`config.mk`:
```
export PLATFORM = sky130hd
export DESIGN_NAME = multicycle_ctrl
export DESIGN_NICKNAME = d
export VERILOG_FILES = /design/src/rtl/multicycle_ctrl.sv
export SDC_FILE = /design/constraint.sdc
export NUM_CORES = 1
export LEC_CHECK = 0
export CORE_ASPECT_RATIO = 0.6
export CORE_MARGIN = 8
export CORE_UTILIZATION = 45
export CTS_CLUSTER_DIAMETER = 100
export DETAILED_ROUTE_END_ITERATION = 16
export PLACE_DENSITY_LB_ADDON = 0.3
export SYNTH_ARGS = -nofsm -noshare
export SYNTH_HDL_FRONTEND = slang
export SYNTH_SLANG_ARGS = --single-unit
export TNS_END_PERCENT = 5
```
`constraint.sdc`:
```
create_clock -name clk -period 2.64 [get_ports clk]
set_input_delay 0.528 -clock clk [delete_from_list [all_inputs] [get_ports clk]]
set_output_delay 0.528 -clock clk [all_outputs]
set_load 0.01 [all_outputs]
```
`src/rtl/multicycle_ctrl.sv`:
```
// Multicycle RISC-V control FSM: IF, ID, EX, (MEM), WB with decoded datapath strobes.
// Optional ILLEGAL_INSTR_EN adds an illegal output and a HALT state for unsupported instructions.
module multicycle_ctrl #(
    parameter int RET_W = 32
) (
    input  logic             clk,
    input  logic             rst,
    input  logic [31:0]      instr,
    input  logic             Zero,
    output logic [31:0]      instr_q,
    output logic             PCSrc,
    output logic             ALUSrc,
    output logic             RegWrite,
    output logic             MemToReg,
    output logic [3:0]       ALUCtrl,
    output logic             loadPC,
    output logic             MemRead,
    output logic             MemWrite,
    output logic [RET_W-1:0] retired
`ifdef ILLEGAL_INSTR_EN
    ,
    output logic             illegal
`endif
);

    localparam logic [2:0] S_IF   = 3'd0;
    localparam logic [2:0] S_ID   = 3'd1;
    localparam logic [2:0] S_EX   = 3'd2;
    localparam logic [2:0] S_MEM  = 3'd3;
    localparam logic [2:0] S_WB   = 3'd4;
`ifdef ILLEGAL_INSTR_EN
    localparam logic [2:0] S_HALT = 3'd5;
`endif

    localparam logic [6:0] OP_R    = 7'b0110011;
    localparam logic [6:0] OP_I    = 7'b0010011;
    localparam logic [6:0] OP_LOAD = 7'b0000011;
    localparam logic [6:0] OP_STOR = 7'b0100011;
    localparam logic [6:0] OP_BR   = 7'b1100011;

    localparam logic [3:0] ALU_AND = 4'b0000;
    localparam logic [3:0] ALU_OR  = 4'b0001;
    localparam logic [3:0] ALU_ADD = 4'b0010;
    localparam logic [3:0] ALU_SUB = 4'b0110;
    localparam logic [3:0] ALU_SLT = 4'b0111;
    localparam logic [3:0] ALU_SRL = 4'b1000;
    localparam logic [3:0] ALU_SLL = 4'b1001;
    localparam logic [3:0] ALU_SRA = 4'b1010;
    localparam logic [3:0] ALU_XOR = 4'b1101;

    logic [2:0] state;
    logic [2:0] state_nxt;
    logic       zero_q;
    logic       is_r;
    logic       is_i;
    logic       is_lw;
    logic       is_sw;
    logic       is_beq;
    logic [3:0] alu_dec;

    // funct7[5] only distinguishes SUB for register ops; for immediates it is part of the constant except on shifts.
    function automatic logic [3:0] alu_op(input logic [2:0] f3, input logic f7b5, input logic reg_op);
        logic [3:0] op;
        case (f3)
            3'b000:  op = (reg_op && f7b5) ? ALU_SUB : ALU_ADD;
            3'b111:  op = ALU_AND;
            3'b110:  op = ALU_OR;
            3'b100:  op = ALU_XOR;
            3'b010:  op = ALU_SLT;
            3'b001:  op = ALU_SLL;
            3'b101:  op = f7b5 ? ALU_SRA : ALU_SRL;
            default: op = ALU_ADD;
        endcase
        return op;
    endfunction

    always_comb begin
        is_r   = (instr_q[6:0] == OP_R)    && (instr_q[14:12] != 3'b011);
        is_i   = (instr_q[6:0] == OP_I)    && (instr_q[14:12] != 3'b011);
        is_lw  = (instr_q[6:0] == OP_LOAD) && (instr_q[14:12] == 3'b010);
        is_sw  = (instr_q[6:0] == OP_STOR) && (instr_q[14:12] == 3'b010);
        is_beq = (instr_q[6:0] == OP_BR)   && (instr_q[14:12] == 3'b000);
        if (is_r || is_i)
            alu_dec = alu_op(instr_q[14:12], instr_q[30], is_r);
        else if (is_lw || is_sw)
            alu_dec = ALU_ADD;
        else if (is_beq)
            alu_dec = ALU_SUB;
        else
            alu_dec = 4'b0000;
    end

    always_comb begin
        state_nxt = state;
        case (state)
            S_IF:  state_nxt = S_ID;
`ifdef ILLEGAL_INSTR_EN
            S_ID:  state_nxt = (is_r || is_i || is_lw || is_sw || is_beq) ? S_EX : S_HALT;
            S_HALT: state_nxt = S_HALT;
`else
            S_ID:  state_nxt = S_EX;
`endif
            S_EX:  state_nxt = (is_lw || is_sw) ? S_MEM : S_WB;
            S_MEM: state_nxt = S_WB;
            S_WB:  state_nxt = S_IF;
            default: state_nxt = S_IF;
        endcase
    end

    always_ff @(posedge clk or posedge rst) begin
        if (rst) begin
            state   <= S_IF;
            instr_q <= 32'd0;
            zero_q  <= 1'b0;
            retired <= '0;
        end else begin
            state <= state_nxt;
            if (state == S_IF)
                instr_q <= instr;
            if (state == S_EX)
                zero_q <= Zero;
            if (state == S_WB)
                retired <= retired + RET_W'(1);
        end
    end

    // Strobes are pure functions of state and the latched instruction, so reset clears them at once.
    always_comb begin
        ALUCtrl  = 4'b0000;
        ALUSrc   = 1'b0;
        MemRead  = 1'b0;
        MemWrite = 1'b0;
        RegWrite = 1'b0;
        MemToReg = 1'b0;
        loadPC   = 1'b0;
        PCSrc    = 1'b0;
        if (state == S_EX || state == S_MEM || state == S_WB) begin
            ALUCtrl = alu_dec;
            ALUSrc  = is_i || is_lw || is_sw;
        end
        if (state == S_MEM) begin
            MemRead  = is_lw;
            MemWrite = is_sw;
        end
        if (state == S_WB) begin
            RegWrite = is_r || is_i || is_lw;
            MemToReg = is_lw;
            loadPC   = 1'b1;
            PCSrc    = is_beq && zero_q;
        end
    end

`ifdef ILLEGAL_INSTR_EN
    assign illegal = (state == S_HALT);
`endif

endmodule

```
# Yosys cells after proc, flatten, opt, wreduce, memory -nomap -nowiden
# Index checks and enable logic that the tools add are counted.
dict set report word_totals {
  wordCells 53
  output_inout_bits 75
  input_bits 35
  reg_bits 68
}
dict set report op_classes {
  addsub 1
  reduce_logical 16
  muxes 16
  n_eq_ne 16
}
# cell count
set op_table {}
lappend op_table {{32-bit by 1-bit adder with 32-bit output (second input constant)} 1}
lappend op_table {{4-bit one-hot mux with 7 select lines} 1}
lappend op_table {{3-bit equality test (second input constant)} 5}
lappend op_table {{7-bit by 6-bit equality test with 1-bit output (second input constant)} 2}
lappend op_table {{3-bit two-way mux} 4}
lappend op_table {{3-bit one-hot mux with 4 select lines} 1}
lappend op_table {{3-bit by 2-bit equality test with 1-bit output (second input constant)} 3}
lappend op_table {{4-bit two-way mux} 2}
lappend op_table {{7-bit by 2-bit equality test with 1-bit output (second input constant)} 1}
lappend op_table {{7-bit by 5-bit equality test with 1-bit output (second input constant)} 1}
lappend op_table {{7-bit equality test (second input constant)} 1}
lappend op_table {{1-bit logical AND} 7}
lappend op_table {{1-bit logical OR} 7}
lappend op_table {{1-bit two-way mux} 7}
lappend op_table {{3-bit by 1-bit equality test with 1-bit output (second input constant)} 2}
lappend op_table {{3-bit zero test} 2}
lappend op_table {{3-bit by 2-bit != test with 1-bit output (second input constant)} 1}
lappend op_table {{2-bit two-way mux} 1}

# Depth between registers and ports, before layout
# Gate-level depths: netlist of run 1.
dict set report logic_depth {
  depth_word 7
  depth_mapped 7
  depth_no_buf 5
}

# Worst setup path after synthesis of run 1
# No wires, ideal clock.
dict set report synth_path {
  kind {register to output}
  start {reg instr_q[12]}
  end {out ALUCtrl[1]}
  stages_incl_launch_ff 6
  t_required_ns 2.112
  arrival_ns 1.859
  setup_slack_ns 0.253
  path_buffers 2
  path_cell_list {dfrtp_1 > buf_2 > or4b_1 > or3_1 > buf_2 > a211oi_1}
}
dict set report synth_between {
  elab_chain_cells 6
  elab_cells_between_ends 20
  cone_classes {eq/ne (7); mux (5); reduce/logical (8)}
}
# element line
set synth_lines {}
lappend synth_lines {{start: declaration} 10} ;# output logic [31:0] instr_q,
lappend synth_lines {{start signal: assignment} 119} ;# instr_q <= instr;
lappend synth_lines {{3-bit zero test or 3-bit by 2-bit equality test with 1-bit output (tied branches)} -}
lappend synth_lines {{1-bit logical AND (on tied branches)} {82, 80, 81}}
lappend synth_lines {{3-bit two-way mux or 1-bit logical OR (tied branches)} {87, 85}}
lappend synth_lines {{3-bit two-way mux} 85} ;# else if (is_lw || is_sw)
lappend synth_lines {{4-bit two-way mux (*)} 83} ;# if (is_r || is_i)
lappend synth_lines {{4-bit two-way mux (*)} 137} ;# if (state == S_EX || state == S_MEM || state == S_WB) begin
lappend synth_lines {{end: declaration} 15} ;# output logic [3:0] ALUCtrl,
# Every way passes the cells marked *; elsewhere a longest branch is shown, timed or not.

# Worst setup path in the final report of run 1
dict set report layout_path {
  start {reg instr_q[2]}
  end {out ALUSrc}
}
dict set report layout_between {
  elab_chain_cells 5
  elab_cells_between_ends 9
  cone_classes {eq/ne (3); mux (1); reduce/logical (5)}
}
# element line
set layout_lines {}
lappend layout_lines {{7-bit by 5-bit equality test with 1-bit output or 7-bit by 2-bit equality test with 1-bit output (tied branches)} {79, 80}}
lappend layout_lines {{1-bit logical AND (on tied branches)} {79, 80}}
lappend layout_lines {{1-bit logical OR} 139} ;# ALUSrc = is_i || is_lw || is_sw;
lappend layout_lines {{1-bit logical OR (*)} 139}
lappend layout_lines {{1-bit two-way mux (*)} 137}
lappend layout_lines {{end: declaration} 12} ;# output logic ALUSrc,
# Marks and branches as above.

==> results.md, run 1 <==
* Fin crit share at 1.037
* Die ar. at between 9000 and 10000 um2
* DP HPWL at around 5900 um
* Maximum clock path buffer count at 2
* WP data required at 2.11 ns
* Mux cell area share after synthesis at 0.1138
* Smallest setup slack after layout at -0.09727 ns
* Comb power frac at 0.422
* Vias per cell at roughly 5
* Ys Warns at 0
* Sequential area share after synthesis at 0.5546
* DIE WIDTH at roughly 120 um
* Worst vdd ir at 0.0006705 V
* Global-route wire length before repair at 12590 um
* Final hold violation count at 0
* CTS root buf: clkbuf_16
* Worst-Margin Slew at approximately 0.7 ns
* Final setup violation count at 5
* Largest family of logic cells by synthesized area: simple AND/OR/NAND/NOR gates
* Register bit total from synthesis at slightly below 70
* Simple-Gate Fraction of Synth Area at 0.1766
* Post-synthesis compound-gate area fraction at 0.03018
* Num CTS Buffers at 9
* Detailed-route via count at about 2400
* Post-Synth XOR/XNOR Area at 0.09135
* Filler instances at 490
* Ant diodes at 0
* Post-Syn Instances at between 200 and 300
* CP startpoint: instr_q[2]
* Port Buf Inserts at between 100 and 150
* DR iter-0 viols at between 150 and 200
* Largest net degree at the start of global routing at between 50 and 60
* Max_cap viols at 0
* Maximum fanout along the worst path at 3
* Clock Latency Late Sink at 0.33 ns
* Hold buffers post-CTS at 0
* Max Freq at between 0.3 and 0.4 GHz
* IO Pins at 110
* Psw at 1.497 mW
* CP arrival at approximately 2.2 ns
* Mapped Area at 3068 um2
* Starting density of the core at 0.4615
* Slew headroom at 0.5287
* TritonRoute pass-1 iters at 4
* Post-route ant nets at 0
* Syn_nets at between 200 and 300
* Final net count at between 400 and 500
* HP Class: in2async
* Row cnt at 23
* Num Clock Sinks at approximately 70
* Worst Skew at just under 0.004 ns
* Worst setup EP type: primary output
* # DRC at 0
* Sequential share of power at 0.335
* Ratio of cells with drive above 1 in the final layout at 0.2159
* WS Path Type: reg2out
* Avg WL per Cell at 16.83 um
* Top cell type's share of synthesized area at 0.5546
* Area share of fa/ha/maj cells after synthesis at 0.004078
* Post-synth EDFFs at 0
* Final Wtd Congestion at 0.8089
* CTS clk-pin slew, worst paths at 0.05 ns
* Cell-internal power at between 3 and 4 mW
* Initial antenna violation count at 0
* Cells after DPL at roughly 460
* Failing checks: setup timing
* Vias in the first global route at ~2500
* Routed wire length at between 8000 and 9000 um
* Switching Fraction at 0.3144
* Core Region at between 6000 and 7000 um2
* Async S/R FF share, synth at 1.000
* Total gr overflow at 0
* Total power at between 4 and 5 mW
* Synth area leader: dfrtp_1
* Die height at roughly 80 um
* Clk network pwr share at 0.243
* Ranking of synthesized cells by area: dfrtp_1, mux2_2, xnor2_1, nand4_1, nand3_1
* Syn Area/Cell at 12.03 um2
* Status: finished with violations
* CTS tree: yes
* Primary FF master, synth: dfrtp_1
* RSZ-0062 raised after global routing: yes
* H-tree lvl count at 3
* Leak pwr at 1.992 nW
* Slew Viols, Final at 0
* Final Critical Period at 2.737 ns
* Unique masters post-synth at 38
* GRT Total Usage at 0.1657
* Setup crit start kind: flop
* R2r startpoint: state[1]
* Finished Layout Cells at around 480
* Area Growth Syn to Fin at 53.02%
* Power Dens Cells at between 1000 and 1500 nW/um2
==> stage by stage <==
stage          utilization  setup TNS (ns)  setup WS [ns]  hold WS, ns  instance area [um2]
2_1_floorplan            -               0         0.2527       0.4726                 3068
3_3_place_gp        0.6578         -0.1611       -0.07174       0.4591                 4373
3_5_place_dp        0.6578         -0.3530        -0.1082       0.4721                 4373
4_1_cts             0.6996         -0.2452        -0.2226       0.4562                 4651
5_1_grt             0.7062         -0.7007        -0.1676       0.4692                 4695
6_report            0.7062         -0.3238       -0.09727       0.4558                 4695
==> per-layer routing <==
metal | part of all wire | wire length (um) | vias to the layer above | GRT usage
met5 | 0 | 0 | - | 0
met4 | 0.011 | 87 | 0 | 0.05683
met3 | 0.14 | 1107 | 11 | 0.1109
met2 | 0.42 | 3391 | 95 | 0.2336
met1 | 0.43 | 3422 | 1177 | 0.1978
li1 | - | - | 1162 | -
==> worst max-delay path, cell delays in order (launching register included) <==
cell	delay, ns
dfrtp_1	0.40
or4bb_4	0.57
a311o_1	0.40
buf_4	0.16
o21a_1	0.15
nor2_1	0.07
buf_2	0.13
==> cell type report <==
cell class | count | area [um2] | share of cell area
Tap cell | 87 | 108.9 | 0.02319
Inverter | 6 | 22.52 | 0.004797
Clock buffer | 13 | 250.2 | 0.05330
Clock inverter | 2 | 35.03 | 0.007463
Multi-Input combinational cell | 170 | 1334 | 0.2841
Timing Repair Buffer | 130 | 1242 | 0.2647
Sequential cell | 68 | 1702 | 0.3625
==> cells in the final DEF, fill, tap and decap left out, types with 3 or more instances in the layout <==
| cell | n |
|---|---|
| and2_1 | 4 |
| and3_1 | 4 |
| and4_1 | 4 |
| buf_2 | 6 |
| buf_4 | 18 |
| clkbuf_1 | 3 |
| clkbuf_16 | 9 |
| clkdlybuf4s50_1 | 99 |
| dfrtp_1 | 68 |
| inv_1 | 5 |
| mux2_2 | 31 |
| nand2_1 | 16 |
| nand2b_1 | 3 |
| nand3_1 | 13 |
| nand4_1 | 13 |
| nor2_1 | 11 |
| nor3_1 | 6 |
| o21a_1 | 3 |
| o21ai_0 | 4 |
| xnor2_1 | 28 |
| xor2_1 | 4 |
==> kinds of logic (layout without fill, tap and decap cells) <==
logic type	count (synthesis)	in the layout
AOI/OAI and AO/OA	14	14
xor gates and xnor gates	32	32
adders and majority gates	1	1
buffers and inverters	17	151
DFF	68	68
muxes	31	31
and+or+nand+nor	92	92
==> power groups by stage <==
stage	Sequential [mW]	Combinational, mW	Clock [mW]
floorplan	1.74	0.810	0
finish	1.60	2.01	1.16
global route	1.64	2.16	1.23
global placement	1.58	1.95	0
CTS	1.58	1.98	1.19
detailed placement	1.59	1.97	0
==> what timing repair did <==
action | CTS | global route
pin swaps | 2 | 6
gates resized for setup | 24 | 18
endpoints found under the setup margin | 9 | 6
setup buffers | 1 | 2
==> flip-flops by register name, summed over array words and instances (netlist names) <==
signal	cells
state	3
zero_q	1
retired	32
instr_q	32
==> worst paths after layout <==
kind | end | slack [ns] | cells past startpoint
hold / removal | instr_q[7] | 0.46 | 2
max in group asynchronous | retired[0] | 1.61 | 3
min in group clk | retired[31] | 0.48 | 1
hold reg to reg | retired[31] | 0.48 | 1
setup / recovery | ALUSrc | -0.1 | 6
setup reg to reg | retired[19] | 0.53 | 5
==> synthesized netlist by cell type, drive strengths merged, types with 4 or more instances <==
library cell	number
o21ai	4
and4	4
nor2	11
nand4	14
nor3	9
buf	7
nor4	5
nand2	16
and2	4
clkbuf	4
xor2	4
mux2	31
dfrtp	68
nand3	13
xnor2	28
inv	6
and3	4
(Power assumes the default switching activity.)
==> run 2: changes to the inputs <==
--- a/config.mk
+++ b/config.mk
@@ -7,9 +7,10 @@
 export LEC_CHECK = 0
 export CORE_ASPECT_RATIO = 0.6
 export CORE_MARGIN = 8
-export CORE_UTILIZATION = 45
+export CORE_UTILIZATION = 48
 export CTS_CLUSTER_DIAMETER = 100
 export DETAILED_ROUTE_END_ITERATION = 16
+export HOLD_SLACK_MARGIN = 0.06
 export PLACE_DENSITY_LB_ADDON = 0.3
 export SYNTH_ARGS = -nofsm -noshare
 export SYNTH_HDL_FRONTEND = slang
==> constraint.sdc (replaced) <==
create_clock -name clk -period 3.34 [get_ports clk]
set_input_delay 0.668 -clock clk [delete_from_list [all_inputs] [get_ports clk]]
set_output_delay 0.668 -clock clk [all_outputs]
set_load 0.01 [all_outputs]
==> run 2 against run 1 <==
Compared with the run above: the flow now finishes without violations; clock power fell by 42%; register-to-register slack improved by 0.49 ns; clock skew grew 0.0016 ns; count of clock-buffer cells in the layout fell by 3; global-route usage up 1.5 points; hold slack improved by 0.022 ns; utilization rose by 2.2 points; first-iteration DRC count down 46%; sequential power shrank 17%; largest power group unchanged.
==> results.md, run 2 (same netlist as run 1, synthesis figures left out) <==
* Vias in the first global route at between 2000 and 3000
* CP bufs+invs at 1
* Final hold violation count at 0
* Cell-internal power at about 2.2 mW
* Vias per cell at approximately 5.2
* Global-route wire length before repair at ~14000 um
* H-tree lvl count at 3
* Num CTS Buffers at 9
* Commonest non-fill, non-tap cell in the layout: clkdlybuf4s50_1
* Sequential share of power at 0.394
* GRT Total Usage at 0.1811
* Dpl ws at around 0.38 ns
* Avg WL per Cell at ~18 um
* DP HPWL at roughly 6000 um
* Final core occ at 0.7281
* Placed instance area at approximately 4300 um2
* Leak pwr at approximately 1.8 nW
* Post-route ant nets at 0
* Final net count at 406
* CP startpoint: instr_q[3]
* Die height at roughly 80 um
* Ant diodes at 0
* Post CTS Setup Buffer Count at 0
* Die ar. at between 9000 and 10000 um2
* Smallest setup slack after layout at 0.09120 ns
* Slew Viols, Final at 0
* Final Instance Area at approximately 4500 um2
* Total power at ~3.4 mW
* TritonRoute pass-1 iters at 4
* Clk network pwr share at 0.200
* Largest net degree at the start of global routing at 35
* Port Buf Inserts at between 100 and 150
* Maximum fanout along the worst path at 9
* Detailed-route via count at around 2400
* Setup TNS Final at 0 ns
* Max Freq at slightly above 0.3 GHz
* WS Path Type: reg2out
* Switching Fraction at 0.3364
* WHS Path Cells at 1
* Ratio of cells with drive above 1 in the final layout at 0.1600
* DR iter-0 viols at between 90 and 100
* Finished Layout Cells at roughly 460
* Row cnt at 22
* Most frequent cells in the layout: clkdlybuf4s50_1, dfrtp_1, mux2_2
* Critical Path Max Stage Delay at around 0.57 ns
* R2r startpoint: state[0]
* WP data required at ~2.7 ns
* RSZ-0062 raised after global routing: no
* Power Dens Cells at 757.8 nW/um2
* R2R depth at 5
* Largest regs: instr_q x32, retired x32, state x3
* Worst Skew at around 0.0055 ns
* Core Region at around 6000 um2
* Worst vdd ir at between 0.0005 and 0.0006 V
* FF-to-FF End: retired[25]
* Worst Setup EP: RegWrite
* Setup crit start kind: flop
* Slew headroom at 0.4178
* CTS root buf: clkbuf_8
* Num Clock Sinks at just under 70
* Initial antenna violation count at 0
* Final setup violation count at 0
* Psw at between 1 and 1.5 mW
* Status: completed
* Sequential standard cell area at roughly 1700 um2
* Comb power frac at 0.407
* CTS tree: yes
* Routed wire length at ~8200 um
* Worst setup EP type: primary output
* Cells after DPL at roughly 440
* Fin crit share at 0.9727
* Resized Gates After CTS at 0
* Clock Latency Late Sink at 0.34 ns
* Maximum clock path buffer count at 2
* DIE WIDTH at 119.2 um
* # DRC at 0
* Slowest stage cell, crit path: or4bb_1
* Total gr overflow at 0
* Cell family with most CP delay: simple AND/OR/NAND/NOR gates
* Area Growth Syn to Fin at 45.68%
* Area of the multi-input gates at about 1300 um2
* Final Wtd Congestion at 0.8017
* CP arrival at ~2.6 ns
* Hold buffers post-CTS at 0
* Filler instances at ~450
* Final Critical Period at roughly 3.2 ns
* Hold Slack at approximately 0.48 ns
* Worst-Margin Slew at 0.8662 ns
* Crit-path cells: or4bb_1, or3_4, o21a_1, nor2_1, clkdlybuf4s50_1
* HP Class: reg2reg
* Reg2Reg Setup Slack at about 1.0 ns
* CTS clk-pin slew, worst paths at around 0.070 ns
* Stages on the worst setup path at 5
* IO Pins at 110
* Starting density of the core at 0.4998
* Max_cap viols at 0
[run 2: cell count changes in the layout (fill, tap and decap cells not counted), moves of 2 or more]
cell             previous run  this run
nor3_1                      6         8
buf_4                      18         5
clkbuf_16                   9         0
nor4_1                      1         3
clkbuf_1                    3         0
clkinvlp_4                  0         2
buf_2                       6         0
dlygate4sd2_1               2         0
clkdlybuf4s50_1            99       108
clkbuf_8                    1        10
[run 2: worst min path at each step]
stage	start	end	slack (ns)
floorplan	zero_q	zero_q	0.47
global placement	retired[31]	retired[31]	0.46
detailed placement	retired[31]	retired[31]	0.47
CTS	retired[31]	retired[31]	0.48
global route	zero_q	zero_q	0.53
finish	retired[31]	retired[31]	0.48
[run 2: worst reg2reg max path: cells and delay by family (launching register included)]
kind / cells / cell delay, ns
xor+xnor: 1 / 0.17
buf+inv: 1 / 0.18
flops: 1 / 0.51
simple gates: 3 / 1.35
[run 2: area by class of cell]
class,count,share of cell area
Clock buffer,10,0.03080
Clock inverter,6,0.01428
Inverter,6,0.005039
Multi-Input combinational cell,170,0.2881
Sequential cell,68,0.3807
Tap cell,84,0.02352
Timing Repair Buffer,115,0.2576
[run 2: layer usage]
layer / vias to the layer above / part of all wire / wire length, um / global-route usage
met5: - / 0 / 0 / 0
met4: 0 / 0.0092 / 75 / 0.05772
met3: 8 / 0.089 / 725 / 0.07731
met2: 84 / 0.47 / 3881 / 0.2831
met1: 1183 / 0.43 / 3508 / 0.2228
li1: 1133 / - / - / -
[run 2: power groups by stage]
stage,clock [mW],combinational (mW),sequential (mW)
finish,0.677,1.38,1.33
floorplan,0,0.641,1.37
detailed placement,0,1.38,1.34
global placement,0,1.37,1.30
global route,0.732,1.47,1.38
CTS,0.694,1.39,1.33
==> run 3: changes to the inputs <==
--- a/config.mk
+++ b/config.mk
@@ -7,7 +7,8 @@
 export LEC_CHECK = 0
 export CORE_ASPECT_RATIO = 0.6
 export CORE_MARGIN = 8
-export CORE_UTILIZATION = 48
+export CORE_UTILIZATION = 50
+export CTS_BUF_LIST = sky130_fd_sc_hd__clkbuf_8
 export CTS_CLUSTER_DIAMETER = 100
 export DETAILED_ROUTE_END_ITERATION = 16
 export HOLD_SLACK_MARGIN = 0.06
==> run 3 against run 2 <==
Compared with the run above: worst setup slack worse by 0.053 ns; design area is 0.84% higher; hold slack lost 0.0062 ns; combinational power about the same; largest power group unchanged; first-iteration DRC count rose by 32%; sequential power about the same.
==> results.md, run 3 (same netlist as run 1, synthesis figures left out) <==
* Status: completed
* Max_cap viols at 0
* Leak pwr at 1.850 nW
* Filler instances at ~420
* Die height at roughly 77 um
* Final Critical Period at between 3 and 4 ns
* Num Clock Sinks at just under 70
* Worst setup EP type: primary output
* Power Dens Cells at 777.3 nW/um2
* Final net count at between 400 and 500
* DIE WIDTH at around 120 um
* Die ar. at roughly 9000 um2
* Final hold violation count at 0
* Total gr overflow at 0
* Port Buf Inserts at 109
* Vias per cell at 5.259
* Hold Slack at roughly 0.47 ns
* Commonest non-fill, non-tap cell in the layout: clkdlybuf4s50_1
* WHS Path Cells at 1
* Hold path endpoint: retired[31]
* Post CTS Setup Buffer Count at 0
* RSZ-0062 raised after global routing: yes
* Met3 WL post-DR at roughly 710 um
* CTS clk-pin slew, worst paths at 0.08 ns
* Comb power frac at 0.393
* Avg WL per Cell at roughly 17 um
* Cells after DPL at 441
* Worst min-delay path startpoint: retired[31]
* Slew Viols, Final at 0
* GRT Total Usage at 0.1801
* Final setup violation count at 0
* Maximum clock path buffer count at 2
* TritonRoute pass-1 iters at 4
* Initial antenna violation count at 0
* Cell-internal power at 2.377 mW
* Core Region at between 6000 and 7000 um2
* WL met1 at ~3500 um
* Finished Layout Cells at between 400 and 500
* HP Class: reg2reg
* Row cnt at 22
* WS Path Type: reg2out
* DR iter-0 viols at 120
* Hold buffers post-CTS at 0
* R2r startpoint: state[0]
* Global-route wire length before repair at about 13000 um
* Highest Signal Layer: met4
* WP data required at around 2.7 ns
* Largest net degree at the start of global routing at approximately 50
* Worst-Margin Slew at ~0.90 ns
* FF-to-FF End: retired[21]
* Max Freq at around 0.30 GHz
* Routed wire length at between 7000 and 8000 um
* Worst Skew at 0.01023 ns
* Final Instance Area at around 4500 um2
* CTS tree: yes
* Final Wtd Congestion at about 0.85
* Final core occ at 0.7476
* Post-route ant nets at 0
* R2R depth at 4
* Vias in the first global route at 2464
* IO Pins at 110
* Worst vdd ir at between 0.0005 and 0.0006 V
* Num CTS Buffers at 9
* CP startpoint: instr_q[3]
* CP arrival at between 2 and 3 ns
* Clock Latency Late Sink at 0.34 ns
* Area Growth Syn to Fin at 46.90%
* DP HPWL at 5749 um
* Slew headroom at 0.3935
* Met2 routed WL at 3487 um
* Ratio of cells with drive above 1 in the final layout at 0.1640
* Largest regs: instr_q x32, retired x32, state x3
* Starting density of the core at 0.5089
* H-tree lvl count at 3
* Clk network pwr share at 0.231
* Ant diodes at 0
* Detailed-route via count at ~2400
* CTS root buf: clkbuf_8
* Switching Fraction at 0.3215
* Reg2Reg Setup Slack at between 1 and 1.5 ns
* Psw at around 1.1 mW
* Most frequent cells in the layout: clkdlybuf4s50_1, dfrtp_1, mux2_2
* Maximum fanout along the worst path at 5
* Sequential share of power at 0.376
* Fin crit share at 0.9886
* Placed instance area at ~4300 um2
* # DRC at 0
* Setup crit start kind: flop
## run 3: worst max-delay path: stages (launching register included)
cell,delay [ns]
dfrtp_1,0.40
or4bb_1,0.58
a311o_2,0.45
nor3_1,0.26
clkdlybuf4s50_1,0.60
## run 3: final cells by class
| type | instances | area (um2) | area share |
|---|---|---|---|
| Clock inverter | 6 | 113.9 | 0.02526 |
| Sequential cell | 68 | 1702 | 0.3776 |
| Tap cell | 84 | 105.1 | 0.02332 |
| Clock buffer | 9 | 123.9 | 0.02748 |
| Timing Repair Buffer | 113 | 1136 | 0.2521 |
| Inverter | 6 | 22.52 | 0.004997 |
| Multi-Input combinational cell | 170 | 1304 | 0.2893 |
## run 3: power by group through the flow
stage | Clock [mW] | Sequential, mW | Combinational (mW)
6_report | 0.811 | 1.32 | 1.38
5_1_grt | 0.861 | 1.36 | 1.48
4_1_cts | 0.823 | 1.31 | 1.39
3_5_place_dp | 0 | 1.32 | 1.38
3_3_place_gp | 0 | 1.30 | 1.35
2_1_floorplan | 0 | 1.37 | 0.641
## run 3: per-stage QoR
| stage | setup WS [ns] | power, mW | setup TNS (ns) |
|---|---|---|---|
| floorplan | 0.8127 | 2.013 | 0 |
| global placement | 0.3875 | 2.654 | 0 |
| detailed placement | 0.3560 | 2.699 | 0 |
| CTS | 0.001137 | 3.528 | 0 |
| global route | -0.07586 | 3.699 | -0.1675 |
| finish | 0.03793 | 3.503 | 0 |
## run 3: worst max path at each step
stage                  to  slack (ns)  cells past startpoint
2_1_floorplan  ALUCtrl[1]        0.81                      5
3_3_place_gp     RegWrite        0.39                      5
3_5_place_dp     RegWrite        0.36                      5
4_1_cts        ALUCtrl[3]       0.001                      4
5_1_grt        ALUCtrl[1]       -0.08                      5
6_report       ALUCtrl[0]        0.04                      4
## run 3: repair_timing
action	in CTS	in global routing
setup endpoints to repair	1	5
pin swaps	0	1
hold endpoints to repair	0	0
gates resized for setup	1	4
## run 3: layer usage
metal | vias up | global-route usage
met2 | 79 | 0.2633
met4 | 0 | 0.05337
li1 | 1127 | -
met5 | - | 0
met1 | 1183 | 0.2331
met3 | 9 | 0.08210
